==> config.mk <==
export PLATFORM = sky130hd
export DESIGN_NAME = letter_sequencer_flat
export DESIGN_NICKNAME = d
export VERILOG_FILES = /design/src/rtl/letter_sequencer_if.sv /design/src/rtl/letter_sequencer.sv /design/src/flat_wrapper.sv
export SDC_FILE = /design/constraint.sdc
export NUM_CORES = 1
export LEC_CHECK = 0
export ABC_AREA = 1
export CORE_MARGIN = 4
export CORE_UTILIZATION = 45
export CTS_CLUSTER_SIZE = 20
export DETAILED_ROUTE_END_ITERATION = 8
export PLACE_DENSITY = 0.74
export SLEW_MARGIN = 10
export SYNTH_ARGS = -nofsm -noshare
export SYNTH_HDL_FRONTEND = slang
export SYNTH_SLANG_ARGS = --single-unit
export TNS_END_PERCENT = 10
==> constraint.sdc <==
create_clock -name clk -period 1.9 [get_ports clk]
set_clock_uncertainty 0.1 [all_clocks]
set_input_delay 0.38 -clock clk [delete_from_list [all_inputs] [get_ports clk]]
set_output_delay 0.38 -clock clk [all_outputs]
set_load 0.1 [all_outputs]
==> src/rtl/letter_sequencer_if.sv <==
// letter_sequencer_if
//   Groups the keystroke / text-ROM / status signals of letter_sequencer.
//   master : keyboard decoder + text ROM side (drives start, key, target)
//   slave  : letter_sequencer itself (drives index and status outputs)
//
// Handshake: there is no ready. key_valid is a one-cycle strobe qualifying
// key_code; start is a one-cycle pulse. The sequencer samples both on every
// rising clk edge and silently drops a keystroke whenever it is not in
// TYPING (IDLE, HOLD, DONE) or when start arrives in the same cycle.
// target_code must be a combinational function of letter_idx, valid in the
// same cycle.
//
// Signals:
//   start       master->slave  begin/restart a session
//   key_valid   master->slave  keystroke strobe
//   key_code    master->slave  ASCII of keystroke
//   target_code master->slave  ASCII of text character at letter_idx
//   letter_idx  slave->master  index of expected character
//   correct     slave->master  level, held per matched keystroke
//   wrong       slave->master  one-cycle pulse per mismatched keystroke
//   mistakes    slave->master  saturating mismatch count
//   active      slave->master  high while TYPING or HOLD
//   done        slave->master  high once the last character matched
//   state_dbg   slave->master  raw FSM state for debug/observation
interface letter_sequencer_if #(
    parameter int IDX_W = 6,
    parameter int ERR_W = 8
);
    logic             start;
    logic             key_valid;
    logic [7:0]       key_code;
    logic [7:0]       target_code;
    logic [IDX_W-1:0] letter_idx;
    logic             correct;
    logic             wrong;
    logic [ERR_W-1:0] mistakes;
    logic             active;
    logic             done;
    logic [1:0]       state_dbg;

    modport master (
        output start, key_valid, key_code, target_code,
        input  letter_idx, correct, wrong, mistakes, active, done, state_dbg
    );

    modport slave (
        input  start, key_valid, key_code, target_code,
        output letter_idx, correct, wrong, mistakes, active, done, state_dbg
    );
endinterface

==> src/rtl/letter_sequencer.sv <==
// letter_sequencer
//   Compares each keystroke against the expected character of the practice
//   text. A match raises `correct` for HOLD_CYCLES cycles (a level that a
//   downstream edge detector turns into one advance pulse), then advances
//   letter_idx. A mismatch pulses `wrong` and bumps a saturating mistake
//   counter. After the last character matches, `done` is raised until the
//   next start or reset.
//
// Ports:
//   clk    system clock
//   reset  asynchronous, active-high reset
//   bus    letter_sequencer_if.slave (start, key_valid, key_code,
//          target_code in; letter_idx, correct, wrong, mistakes, active,
//          done, state_dbg out)
//
// All outputs come straight from registers.
module letter_sequencer #(
    parameter int TEXT_LEN    = 32,
    parameter int IDX_W       = 6,
    parameter int ERR_W       = 8,
    parameter int HOLD_CYCLES = 4,
    parameter bit CASE_FOLD   = 1'b1
) (
    input  logic              clk,
    input  logic              reset,
    letter_sequencer_if.slave bus
);

    typedef enum logic [1:0] {
        S_IDLE   = 2'd0,
        S_TYPING = 2'd1,
        S_HOLD   = 2'd2,
        S_DONE   = 2'd3
    } state_t;

    localparam int HOLD_W = (HOLD_CYCLES > 1) ? $clog2(HOLD_CYCLES) : 1;

    localparam logic [HOLD_W-1:0] HOLD_LOAD = HOLD_W'(HOLD_CYCLES - 1);
    localparam logic [HOLD_W-1:0] HOLD_ONE  = HOLD_W'(1);
    localparam logic [IDX_W-1:0]  LAST_IDX  = IDX_W'(TEXT_LEN - 1);
    localparam logic [IDX_W-1:0]  IDX_ONE   = IDX_W'(1);
    localparam logic [ERR_W-1:0]  ERR_ONE   = ERR_W'(1);
    localparam logic [ERR_W-1:0]  ERR_MAX   = {ERR_W{1'b1}};

    state_t            state_q, state_d;
    logic [IDX_W-1:0]  idx_q, idx_d;
    logic [ERR_W-1:0]  mistakes_q, mistakes_d;
    logic [HOLD_W-1:0] hold_q, hold_d;
    logic              correct_q, correct_d;
    logic              wrong_q, wrong_d;
    logic              active_q, active_d;
    logic              done_q, done_d;
    logic              key_match;

    // Only lowercase ASCII letters are folded; every other code, including
    // the punctuation sitting next to the letter ranges, compares exactly.
    function automatic logic [7:0] fold(input logic [7:0] c);
        logic [7:0] r;
        r = c;
        if (CASE_FOLD && (c >= 8'h61) && (c <= 8'h7A)) begin
            r = c - 8'h20;
        end
        return r;
    endfunction

    assign key_match = (fold(bus.key_code) == fold(bus.target_code));

    always_comb begin
        state_d    = state_q;
        idx_d      = idx_q;
        mistakes_d = mistakes_q;
        hold_d     = hold_q;
        correct_d  = correct_q;
        wrong_d    = 1'b0;
        active_d   = active_q;
        done_d     = done_q;

        if (bus.start) begin
            // start wins in every state; a same-cycle keystroke is dropped.
            state_d    = S_TYPING;
            idx_d      = '0;
            mistakes_d = '0;
            hold_d     = '0;
            correct_d  = 1'b0;
            active_d   = 1'b1;
            done_d     = 1'b0;
        end else begin
            case (state_q)
                S_IDLE: begin
                    // keystrokes ignored until a session starts
                end

                S_TYPING: begin
                    if (bus.key_valid) begin
                        if (key_match) begin
                            state_d   = S_HOLD;
                            correct_d = 1'b1;
                            hold_d    = HOLD_LOAD;
                        end else begin
                            wrong_d = 1'b1;
                            if (mistakes_q != ERR_MAX) begin
                                mistakes_d = mistakes_q + ERR_ONE;
                            end
                        end
                    end
                end

                S_HOLD: begin
                    // Keystrokes during HOLD are dropped. Leaving HOLD always
                    // clears correct for at least one cycle, so consecutive
                    // matches give distinct rising edges.
                    if (hold_q == '0) begin
                        correct_d = 1'b0;
                        if (idx_q < LAST_IDX) begin
                            idx_d   = idx_q + IDX_ONE;
                            state_d = S_TYPING;
                        end else begin
                            state_d  = S_DONE;
                            done_d   = 1'b1;
                            active_d = 1'b0;
                        end
                    end else begin
                        hold_d = hold_q - HOLD_ONE;
                    end
                end

                S_DONE: begin
                    // frozen until start
                end

                default: begin
                    state_d = S_IDLE;
                end
            endcase
        end
    end

    always_ff @(posedge clk or posedge reset) begin
        if (reset) begin
            state_q    <= S_IDLE;
            idx_q      <= '0;
            mistakes_q <= '0;
            hold_q     <= '0;
            correct_q  <= 1'b0;
            wrong_q    <= 1'b0;
            active_q   <= 1'b0;
            done_q     <= 1'b0;
        end else begin
            state_q    <= state_d;
            idx_q      <= idx_d;
            mistakes_q <= mistakes_d;
            hold_q     <= hold_d;
            correct_q  <= correct_d;
            wrong_q    <= wrong_d;
            active_q   <= active_d;
            done_q     <= done_d;
        end
    end

    assign bus.letter_idx = idx_q;
    assign bus.correct    = correct_q;
    assign bus.wrong      = wrong_q;
    assign bus.mistakes   = mistakes_q;
    assign bus.active     = active_q;
    assign bus.done       = done_q;
    assign bus.state_dbg  = state_q;

endmodule
==> src/flat_wrapper.sv <==
// flat-port wrapper written by rule: the top's interface ports become plain ports
module letter_sequencer_flat 
#(
    parameter int TEXT_LEN    = 32,
    parameter int IDX_W       = 6,
    parameter int ERR_W       = 8,
    parameter int HOLD_CYCLES = 4,
    parameter bit CASE_FOLD   = 1'b1
)
  (clk, reset, bus_start, bus_key_valid, bus_key_code, bus_target_code, bus_letter_idx, bus_correct, bus_wrong, bus_mistakes, bus_active, bus_done, bus_state_dbg);
  letter_sequencer_if #(.IDX_W(IDX_W), .ERR_W(ERR_W)) bus_i ();
  input  logic clk;
  input  logic reset;
  input wire logic [$bits(bus_i.start)-1:0] bus_start;
  input wire logic [$bits(bus_i.key_valid)-1:0] bus_key_valid;
  input wire logic [$bits(bus_i.key_code)-1:0] bus_key_code;
  input wire logic [$bits(bus_i.target_code)-1:0] bus_target_code;
  output wire logic [$bits(bus_i.letter_idx)-1:0] bus_letter_idx;
  output wire logic [$bits(bus_i.correct)-1:0] bus_correct;
  output wire logic [$bits(bus_i.wrong)-1:0] bus_wrong;
  output wire logic [$bits(bus_i.mistakes)-1:0] bus_mistakes;
  output wire logic [$bits(bus_i.active)-1:0] bus_active;
  output wire logic [$bits(bus_i.done)-1:0] bus_done;
  output wire logic [$bits(bus_i.state_dbg)-1:0] bus_state_dbg;
  assign bus_i.start = bus_start;
  assign bus_i.key_valid = bus_key_valid;
  assign bus_i.key_code = bus_key_code;
  assign bus_i.target_code = bus_target_code;
  assign bus_letter_idx = bus_i.letter_idx;
  assign bus_correct = bus_i.correct;
  assign bus_wrong = bus_i.wrong;
  assign bus_mistakes = bus_i.mistakes;
  assign bus_active = bus_i.active;
  assign bus_done = bus_i.done;
  assign bus_state_dbg = bus_i.state_dbg;
  letter_sequencer #(.TEXT_LEN(TEXT_LEN), .IDX_W(IDX_W), .ERR_W(ERR_W), .HOLD_CYCLES(HOLD_CYCLES), .CASE_FOLD(CASE_FOLD)) u_core (.clk(clk), .reset(reset), .bus(bus_i));
endmodule
Word level (Yosys, flattened, before mapping)
Index checks and enable logic that the tools add are counted.
Widths: inputs -> output; s select.
{ "totals": {"wordCells": 82, "in_bits": 20, "regBits": 22} }
{ "op_classes": {"n_reduce_logical": 15, "addsub": 5, "n_eq_ne": 10, "n_lt_le_gt_ge": 5, "n_mux": 39} }
{ "ops": {"columns": ["operator", "n"], "rows": [
  ["$mux 8", 7],
  ["$mux 6", 4],
  ["$mux 2", 9],
  ["$ge 8x7->1 const B", 2],
  ["$le 8x7->1 const B", 2],
  ["$mux 1", 16],
  ["$sub 8x6->8 const B", 2],
  ["$reduce_and 4->1", 3],
  ["$reduce_bool 2->1", 6],
  ["$add 8x1->8 const B", 1],
  ["$eq 8x8->1", 1],
  ["$ne 8x8->1 const B", 1],
  ["$pmux 2 s2", 2],
  ["$add 6x1->6 const B", 1],
  ["$lt 6x5->1 const B", 1],
  ["$ne 3x2->1 const B", 2],
  ["$ne 3x3->1 const B", 2],
  ["$reduce_and 3->1", 2],
  ["$ne 2x2->1 const B", 2],
  ["$reduce_bool 3->1", 1],
  ["$eq 2x1->1 const B", 1],
  ["$eq 2x2->1 const B", 1],
  ["$logic_and 1x1->1", 2],
  ["$logic_not 2->1", 1],
  ["2 further kinds", 2]
]} }

Logic depth before layout (Yosys ltp)
Gate-level depths: netlist (run 1).
{ "logic_depth": {"word_depth": 8, "depth_mapped": 14, "depth_no_buf": 14} }

Worst setup path before layout (run 1)
No wires, ideal clock.
{ "synth_timing": {"path_kind": "reg-to-reg", "from": "reg u_core.mistakes_q[1] (netlist: u_core.bus.mistakes[1])", "to": "reg u_core.mistakes_q[2] (netlist: u_core.bus.mistakes[2])", "slack_ns": -0.438, "period_less_slack_ns": 2.338, "path_stages_with_launch": 8, "t_arrival_ns": 2.169, "required_time_ns": 1.731, "path_cell_list": "dfrtp_1 ha_1 nand3_1 nor2_1 a31oi_2 nand2_4 nand3_1 nand2_1"} }
{ "synth_via": {"elab_chain_cells": 6} }
{ "synth_rtl": {"columns": ["element", "line_no", "source"], "rows": [
  ["start, declared", "letter_sequencer.sv:47", "logic [ERR_W-1:0] mistakes_q, mistakes_d;"],
  ["start signal, assigned", "letter_sequencer.sv:151", "mistakes_q <= mistakes_d;"],
  ["$add 8x1->8", "letter_sequencer.sv:102", "mistakes_d = mistakes_q + ERR_ONE;"],
  ["$mux 8", "letter_sequencer.sv:101", "if (mistakes_q != ERR_MAX) begin"],
  ["$mux 8", "letter_sequencer.sv:95", "if (key_match) begin"],
  ["$mux 8", "letter_sequencer.sv:94", "if (bus.key_valid) begin"],
  ["$mux 8", "letter_sequencer.sv:88", "case (state_q)"],
  ["$mux 8", "letter_sequencer.sv:78", "if (bus.start) begin"]
]} }
Parallel ways exist; a longest one is shown, timed or not. The select of a mux whose other input is x is not followed.
A chain may end at the register's enable or synchronous reset.

Worst setup path after layout (run 1)
{ "layout_timing": {"from": "reg u_core.idx_q[1] (netlist: u_core.bus.letter_idx[1])", "to": "reg u_core.idx_q[4] (netlist: u_core.bus.letter_idx[4])"} }
{ "layout_via": {"elab_chain_cells": 5} }
{ "layout_rtl": {"columns": ["element", "line_no", "source"], "rows": [
  ["start, declared", "letter_sequencer.sv:46", "logic [IDX_W-1:0] idx_q, idx_d;"],
  ["start signal, assigned", "letter_sequencer.sv:150", "idx_q <= idx_d;"],
  ["$add 6x1->6", "letter_sequencer.sv:115", "idx_d = idx_q + IDX_ONE;"],
  ["$mux 6", "letter_sequencer.sv:114", "if (idx_q < LAST_IDX) begin"],
  ["$mux 6", "letter_sequencer.sv:112", "if (hold_q == '0) begin"],
  ["$mux 6", "letter_sequencer.sv:88", null],
  ["$mux 6", "letter_sequencer.sv:78", null]
]} }
Parallel ways exist; a longest one is shown, timed or not. The select of a mux whose other input is x is not followed.

==> results.cfg, run 1 <==
[pwr]
peakVddDrop_v = 0.000406
intPower_uw = 987
p_comb_share_pct = 54.3
p_sw_uw = 864
power_density_nw_per_um2 = 763
leakage_uw = 0.00125
clkPwrFrac_pct = 11.0
swShare_pct = 46.7
sequentialPowerShare_pct = 34.7

[routing]
drt_iter0_markers = 39
ant_nets = 0
viasPerCell = 4.87
drt-pass1-iter-count = 4
vias = 1568
avgRoutedWirePerCell_um = 10.8
post-route-drc-count = 0
routed_wl_um = 3470

[critical_path]
reg2reg_to = u_core.bus.letter_idx[4]
startpoint_type = register
r2r_setup_slack_ps = 130
r2r_start = u_core.bus.letter_idx[1]
worstPathMaxFanout = 8
critical_path_arrival_ps = 1900
rr_worst_depth = 10
cp-end-kind = register
crit_type = register to register
required_ps = 2030

[job]
cap_viol_max_count = 0

[yosys]
synth_cell_type_count = 28
synthArstFlopShare_pct = 100
syn_inst = 225
syn-num-nets = 250
ys_warn_count = 0
avgSynthCellArea_um2 = 6.93
ys_seq_area_share_pct = 35.3
ys_seq_elements = 22
synthFlopType = dfrtp_1
netlist_area_um2 = 1560
synth_edf_count = 0

[placement]
port_buffers = 39
gp_congestion = 0.873
place_hpwl_um = 2750
numPlacedInstances = 317
dp_slack_ps = -442

[layout]
stdcell_count = 322
diodes = 0
fin_nets = 303
layout_common_cells = nand2_1 (49), inv_1 (32), nor2_1 (31)
final_common_cell = nand2_1
synthToLayoutAreaGrowth_pct = 55.5
drive_gt1_share_pct = 27.5

[sta]
fmaxAchievable_ghz = 0.564
finalMaxSlewViolations = 0
hold_violations = 0
finalCriticalPeriod_ps = 1770
rsz0062_at_grt = yes
relSlewSlack_pct = 79.1
tightestPinTransition_ps = 314
post-route-period-util_pct = 93.4
setup_viol = 0
layout_setup_ws_ps = 126

[floorplanning]
initial_core_util_pct = 46.8
rows = 21
io_pins = 40
die_w_um = 66.9
core-area_um2 = 3340
die_height_um = 66.9
die-area_um2 = 4470

[clocking]
h-tree-depth = 1
cts_buffers = 3
path_clk_slew_ps = 110
cts-root-buf = clkbuf_4
insertion_delay_ps = 300
cts_tree = built
clockBufferDepth = 2
cts.sinks = 22

[grt]
track_usage_pct = 17.1
antenna_found_initial = 0
grt_pass1_wl_um = 6070
grt-ovfl-total = 0
grt_max_degree = 23
grt_pass1_vias = 1485

[min_path]
hold_path_class = input pin to async pin

[run_status]
status = complete, no violations
==> synthesized netlist by cell type (2+ instances only) <==
| cell | number | area (um^2) |
|---|---|---|
| o21ai_0 | 6 | 30.0 |
| nand2_4 | 2 | 22.5 |
| inv_1 | 34 | 128 |
| nand2_2 | 4 | 25.0 |
| dfrtp_1 | 22 | 551 |
| nand3_1 | 20 | 100 |
| nand3_2 | 2 | 20.0 |
| nor2_1 | 32 | 120 |
| clkbuf_1 | 2 | 7.51 |
| nor2_2 | 2 | 12.5 |
| ha_1 | 5 | 62.6 |
| a21oi_1 | 6 | 30.0 |
| nand4_1 | 11 | 68.8 |
| nor3_1 | 2 | 10.0 |
| nand2_1 | 55 | 206 |
| xor2_1 | 8 | 70.1 |
==> power groups by stage <==
stage                     clock [uW]  combinational (uW)  sequential (uW)
after floorplan                    0                 298              975
after global placement             0                 974              655
after detailed placement           0                 991              655
after CTS                        214                 988              646
after global routing             234                1090              653
final                            204                1010              642
==> flip-flops by register name, indices dropped and copies added (netlist names) <==
register / flops
u_core.bus.wrong: 1
u_core.bus.done: 1
u_core.bus.state_dbg: 2
u_core.bus.active: 1
u_core.bus.correct: 1
u_core.hold_q: 2
u_core.bus.mistakes: 8
u_core.bus.letter_idx: 6
==> cells by family (layout without fill, tap and decap cells) <==
kind of cell	count (synthesis)	count (layout)	share of synthesized area [%]
compound gates	16	16	6.01
xor+xnor	9	9	5.05
fa+ha+maj	5	5	4.01
buf+inv	39	90	9.46
flops	22	22	35.3
simple gates	134	134	40.2
==> layout make-up <==
cell class	instances	area, um^2
sequential	22	578
fill	279	911
timing repair buffer	51	699
multi-input combinational	164	933
clock buffer	3	22.5
tap	46	57.6
inverter	36	135
==> how the worst max path moves through the flow <==
stage | start | endpoint | slack (ps) | cells after the start
global placement | bus_target_code[5] | u_core.bus.correct | -390 | 13
floorplan | u_core.bus.mistakes[1] | u_core.bus.mistakes[6] | 10 | 7
global route | u_core.bus.letter_idx[1] | u_core.bus.letter_idx[5] | -10 | 10
detailed placement | bus_key_code[5] | u_core.bus.state_dbg[0] | -440 | 12
finish | u_core.bus.letter_idx[1] | u_core.bus.letter_idx[4] | 130 | 10
CTS | bus_target_code[2] | u_core.hold_q[0] | 3 | 13
==> layer usage <==
layer,global-route usage (%),share of wire [%],vias to the layer above
met5,0,0,-
met4,5.06,1.0,0
met3,2.53,4.4,4
met2,29.8,50,33
met1,21.6,45,714
li1,-,-,817
==> critical path, cell delays in order (launching register included) <==
cell and delay (ps):
dfrtp_4 520, ha_1 200, nand2_1 90, nor2_1 50, a21oi_2 140, nor2_1 50
inv_1 100, nand2_4 90, nor2_1 160, nand2_1 70, a21oi_1 140
==> stage by stage <==
stage / hold slack, ps / TNS, ps / cell area [um^2] / total power, uW / util (%)
2_1_floorplan: 269 / 0 / 1610 / 1270 / -
3_5_place_dp: 388 / -5410 / 2320 / 1650 / 69.4
5_1_grt: 317 / -32.0 / 2430 / 1970 / 72.7
4_1_cts: 298 / 0 / 2370 / 1850 / 70.9
3_3_place_gp: 369 / -4890 / 2320 / 1630 / 69.4
6_report: 296 / 0 / 2430 / 1850 / 72.7
==> timing repair <==
item | CTS | global route
hold buffers | 0 | 0
setup buffers | 1 | 1
pin swaps | 11 | 9
gates resized for setup | 15 | 17
setup endpoints to repair | 13 | 16
(Power assumes the default switching activity.)
==> run 2: changes to the inputs <==
--- a/config.mk
+++ b/config.mk
@@ -10,7 +10,7 @@
 export CORE_UTILIZATION = 45
 export CTS_CLUSTER_SIZE = 20
 export DETAILED_ROUTE_END_ITERATION = 8
-export PLACE_DENSITY = 0.74
+export DONT_BUFFER_PORTS = 1
 export SLEW_MARGIN = 10
 export SYNTH_ARGS = -nofsm -noshare
 export SYNTH_HDL_FRONTEND = slang
==> results.cfg, run 2 (synthesis results as in run 1) <==
[run_status]
status = complete, no violations

[clocking]
post_cts_buffers = 0
cts.sinks = 22
insertion_delay_ps = 310
h-tree-depth = 1
path_clk_slew_ps = 130
cts-root-buf = clkbuf_4
cts_buffers = 3
clockBufferDepth = 2
cts_tree = built

[sta]
tightestPinTransition_ps = 313
finalCriticalPeriod_ps = 1770
rsz0062_at_grt = yes
finalMaxSlewViolations = 0
post-route-period-util_pct = 92.9
fmaxAchievable_ghz = 0.566
relSlewSlack_pct = 79.1
setup_viol = 0
hold_violations = 0
tns_ps = 0

[critical_path]
crit_family = flip-flops
critical_path_arrival_ps = 1880
cp_num_buf_inv = 0
r2r_setup_slack_ps = 130
crit_slowest_cell = dfrtp_4
reg2reg_to = u_core.bus.mistakes[2]
path_common_cell = nand3_1
crit_path_start = u_core.bus.mistakes[0]
crit_type = register to register
cp-endpoint = u_core.bus.mistakes[2]
path_cells = ha_1 > nand3_1 > nor2_1 > a31oi_4 > nand2_4 > nand3_1 > nand2_1
r2r_start = u_core.bus.mistakes[0]
worstPathMaxFanout = 8
max_stage_delay_ps = 520
cp-end-kind = register
crit_cells = 7
startpoint_type = register
rr_worst_depth = 7
required_ps = 2010

[routing]
ant_nets = 0
drt-pass1-iter-count = 4
vias = 1472
viasPerCell = 4.96
avgRoutedWirePerCell_um = 11.7
drt_iter0_markers = 61
post-route-drc-count = 0
routed_wl_um = 3490

[floorplanning]
die_w_um = 66.9
die-area_um2 = 4470
initial_core_util_pct = 46.8
die_height_um = 66.9
io_pins = 40
rows = 21
core-area_um2 = 3340

[placement]
place_hpwl_um = 2780
place_area_um2 = 1820
port_buffers = 0
numPlacedInstances = 291
gp_congestion = 0.788

[grt]
grt-ovfl-total = 0
top_usage_layer = met2
antenna_found_initial = 0
grt_max_degree = 23
grtUsageMet1_pct = 18.3
grt_use_met2_pct = 33.3
grt_pass1_vias = 1476
grt_pass1_wl_um = 6070
use_met3_pct = 3.04
track_usage_pct = 17.2

[pwr]
peakVddDrop_v = 0.000371
power_density_nw_per_um2 = 941
leakage_uw = 0.00100

[layout]
design_area_um2 = 1900
layout_common_cells = nand2_1 (54), inv_1 (34), nor2_1 (31)
synthToLayoutAreaGrowth_pct = 21.8
fin_nets = 277
fill_cells = 336
largest_reg_flops = 8
stdcell_count = 297
drive_gt1_share_pct = 23.5
diodes = 0
final_common_cell = nand2_1

[job]
cap_viol_max_count = 0

[min_path]
hold_path_class = input pin to register
## run 2: cell types whose count changed in the layout (fill, tap and decap cells not counted), moves of 2 or more
cell / previous run / this run
inv_2: 3 / 1
nand2_1: 49 / 54
buf_4: 10 / 23
nand3_1: 18 / 20
dlygate4sd3_1: 0 / 2
clkdlybuf4s50_1: 3 / 0
inv_1: 32 / 34
dlygate4sd2_1: 10 / 0
nand2_2: 9 / 5
dlymetal6s2s_1: 6 / 0
buf_12: 21 / 0
## run 2: power breakdown
part	switching, uW	total, uW	internal (uW)
clock	151	365	213
combinational	629	821	192
sequential	47.0	602	555
## run 2: worst min path at each step
| stage | startpoint | end | slack, ps | depth (start not counted) |
|---|---|---|---|---|
| floorplan | reset | u_core.bus.active | 270 | 1 |
| global placement | reset | u_core.bus.letter_idx[1] | 230 | 2 |
| detailed placement | reset | u_core.bus.letter_idx[2] | 230 | 2 |
| CTS | bus_start | u_core.bus.letter_idx[5] | 6 | 1 |
| global route | bus_start | u_core.bus.done | 4 | 1 |
| finish | bus_start | u_core.bus.done | 10 | 1 |
## run 2: routing by layer
| layer | routed length (um) | up-vias |
|---|---|---|
| li1 | - | 765 |
| met1 | 1450 | 676 |
| met2 | 1850 | 27 |
| met3 | 135 | 4 |
| met4 | 46 | 0 |
| met5 | 0 | - |
## run 2: stage by stage
| stage | setup WS [ps] | utilization (%) | total power (uW) | hold WS, ps |
|---|---|---|---|---|
| after floorplan | 12.1 | - | 1270 | 269 |
| after global placement | 107 | 54.6 | 1420 | 226 |
| after detailed placement | 41.3 | 54.6 | 1430 | 231 |
| after CTS | 95.2 | 56.5 | 1790 | 5.89 |
| after global routing | -0.0797 | 57.0 | 1900 | 3.60 |
| final | 134 | 57.0 | 1790 | 10.4 |
## run 2: layout make-up
| cell class | count | area (um^2) | share of cell area, % |
|---|---|---|---|
| inverter | 36 | 135 | 7.11 |
| sequential | 22 | 578 | 30.4 |
| clock buffer | 3 | 22.5 | 1.18 |
| clock inverter | 1 | 30.0 | 1.58 |
| tap | 46 | 57.6 | 3.03 |
| multi-input combinational | 164 | 885 | 46.5 |
| timing repair buffer | 25 | 193 | 10.1 |
## run 2: what timing repair did
action,in CTS,in global routing
endpoints found under the hold margin,22,2
gates resized for setup,0,3
hold buffers,1,1
endpoints found under the setup margin,0,4
## run 2: worst reg2reg max path, stage by stage (launching register included)
cell and delay, ps:
dfrtp_4 520, ha_1 230, nand3_1 120, nor2_1 100, a31oi_4 310, nand2_4 130
nand3_1 90, nand2_1 60
==> run 3: changes to the inputs <==
--- a/config.mk
+++ b/config.mk
@@ -11,6 +11,7 @@
 export CTS_CLUSTER_SIZE = 20
 export DETAILED_ROUTE_END_ITERATION = 8
 export DONT_BUFFER_PORTS = 1
+export PLACE_DENSITY = 0.63
 export SLEW_MARGIN = 10
 export SYNTH_ARGS = -nofsm -noshare
 export SYNTH_HDL_FRONTEND = slang
==> results.cfg, run 3 (synthesis results as in run 1) <==
[layout]
layout_common_cells = nand2_1 (54), inv_1 (34), nor2_1 (32)
synthToLayoutAreaGrowth_pct = 21.3
fill_cells = 322
diodes = 0
largest_reg_flops = 8
fin_nets = 278
postLayoutCoreUtil_pct = 56.7
final_common_cell = nand2_1
drive_gt1_share_pct = 23.0

[sta]
post-route-period-util_pct = 91.7
tightestPinTransition_ps = 323
hold_violations = 0
rsz0062_at_grt = no
finalCriticalPeriod_ps = 1740
setup_viol = 0
relSlewSlack_pct = 78.4
finalMaxSlewViolations = 0
fmaxAchievable_ghz = 0.574
tns_ps = 0

[clocking]
cts-root-buf = clkbuf_4
path_clk_slew_ps = 130
cts_buffers = 3
insertion_delay_ps = 310
cts.sinks = 22
cts_tree = built
post_cts_buffers = 0
clockBufferDepth = 2
h-tree-depth = 1

[min_path]
worstHoldEndpoint = u_core.bus.wrong
worstHoldStart = bus_key_valid
hold_depth = 2
hold_path_class = input pin to register

[floorplanning]
core-area_um2 = 3340
io_pins = 40
initial_core_util_pct = 46.8
die_height_um = 66.9
rows = 21
die-area_um2 = 4470
die_w_um = 66.9

[critical_path]
required_ps = 2020
critical_path_arrival_ps = 1860
worstPathMaxFanout = 8
r2r_setup_slack_ps = 160
reg2reg_to = u_core.bus.mistakes[3]
r2r_start = u_core.bus.mistakes[0]
startpoint_type = register
rr_worst_depth = 7
crit_type = register to register
cp-end-kind = register

[routing]
avgRoutedWirePerCell_um = 11.7
drt_iter0_markers = 102
ant_nets = 0
drt-pass1-iter-count = 4
routed_wl_um = 3500
post-route-drc-count = 0
viasPerCell = 4.85
vias = 1445

[grt]
grt_pass1_vias = 1459
grt_max_degree = 23
antenna_found_initial = 0
grt_pass1_wl_um = 6200
track_usage_pct = 17.8
grt-ovfl-total = 0

[pwr]
peakVddDrop_v = 0.000271
power_density_nw_per_um2 = 894
leakage_uw = 0.00100

[placement]
port_buffers = 0
gp_congestion = 0.781
place_hpwl_um = 2650

[job]
cap_viol_max_count = 0

[run_status]
status = complete, no violations
[run 3: cell count changes in the layout (fill, tap and decap cells not counted), sizes merged]
cell,previous run,this run
bufinv,1,0
clkbuf,3,4
dlygate4sd3,2,3
[run 3: report_power, final]
| part | total (uW) | switching, uW | internal, uW | leakage (uW) |
|---|---|---|---|---|
| sequential | 598 | 42.9 | 555 | 0.000271 |
| clock | 267 | 150 | 117 | 0.0000210 |
| combinational | 827 | 634 | 193 | 0.000708 |
| total | 1690 | 827 | 865 | 0.00100 |
[run 3: worst max path at each step]
stage	start	end	slack [ps]	cells past startpoint
after floorplan	u_core.bus.mistakes[1]	u_core.bus.mistakes[6]	10	7
after global placement	bus_target_code[5]	u_core.bus.state_dbg[0]	90	12
after detailed placement	bus_target_code[5]	u_core.hold_q[0]	50	12
after CTS	u_core.bus.letter_idx[0]	u_core.bus.letter_idx[5]	130	10
after global routing	u_core.bus.mistakes[0]	u_core.bus.mistakes[2]	60	7
final	u_core.bus.mistakes[0]	u_core.bus.mistakes[3]	160	7
[run 3: stage by stage]
stage	cell area (um^2)	power [uW]	worst slack (ps)	hold WS [ps]	cells
final	1890	1690	158	85.4	298
after global routing	1890	1800	56.8	89.7	298
after CTS	1880	1700	131	0.968	297
after global placement	1820	1420	92.7	227	291
after floorplan	1610	1270	12.1	269	225
after detailed placement	1820	1430	50.5	241	291
[run 3: cell type report]
type,instances,area (um^2),share of cell area [%]
Timing Repair Buffer,26,203,10.7
Multi-Input combinational cell,164,882,46.6
Inverter,36,135,7.14
Tap cell,46,57.6,3.04
Clock buffer,4,36.3,1.92
Sequential cell,22,578,30.6
[run 3: routing by layer]
layer / track usage, % / part of all wire, %
met2: 31.2 / 50
met1: 21.2 / 45
met4: 6.08 / 1.1
met3: 4.22 / 4.7
met5: 0 / 0
[run 3: worst max-delay path: stages (launching register included)]
cell and delay [ps]:
dfrtp_4 490, ha_1 230, nand3_1 130, nor2_1 100, a31oi_4 320, nand2_4 140
nand3_1 90, nand2_1 50
[run 3: repair_timing]
item                                   in CTS  in global routing
setup endpoints to repair                   0                  3
endpoints found under the hold margin      23                  2
hold buffers                                2                  1
resized for setup                           0                  1
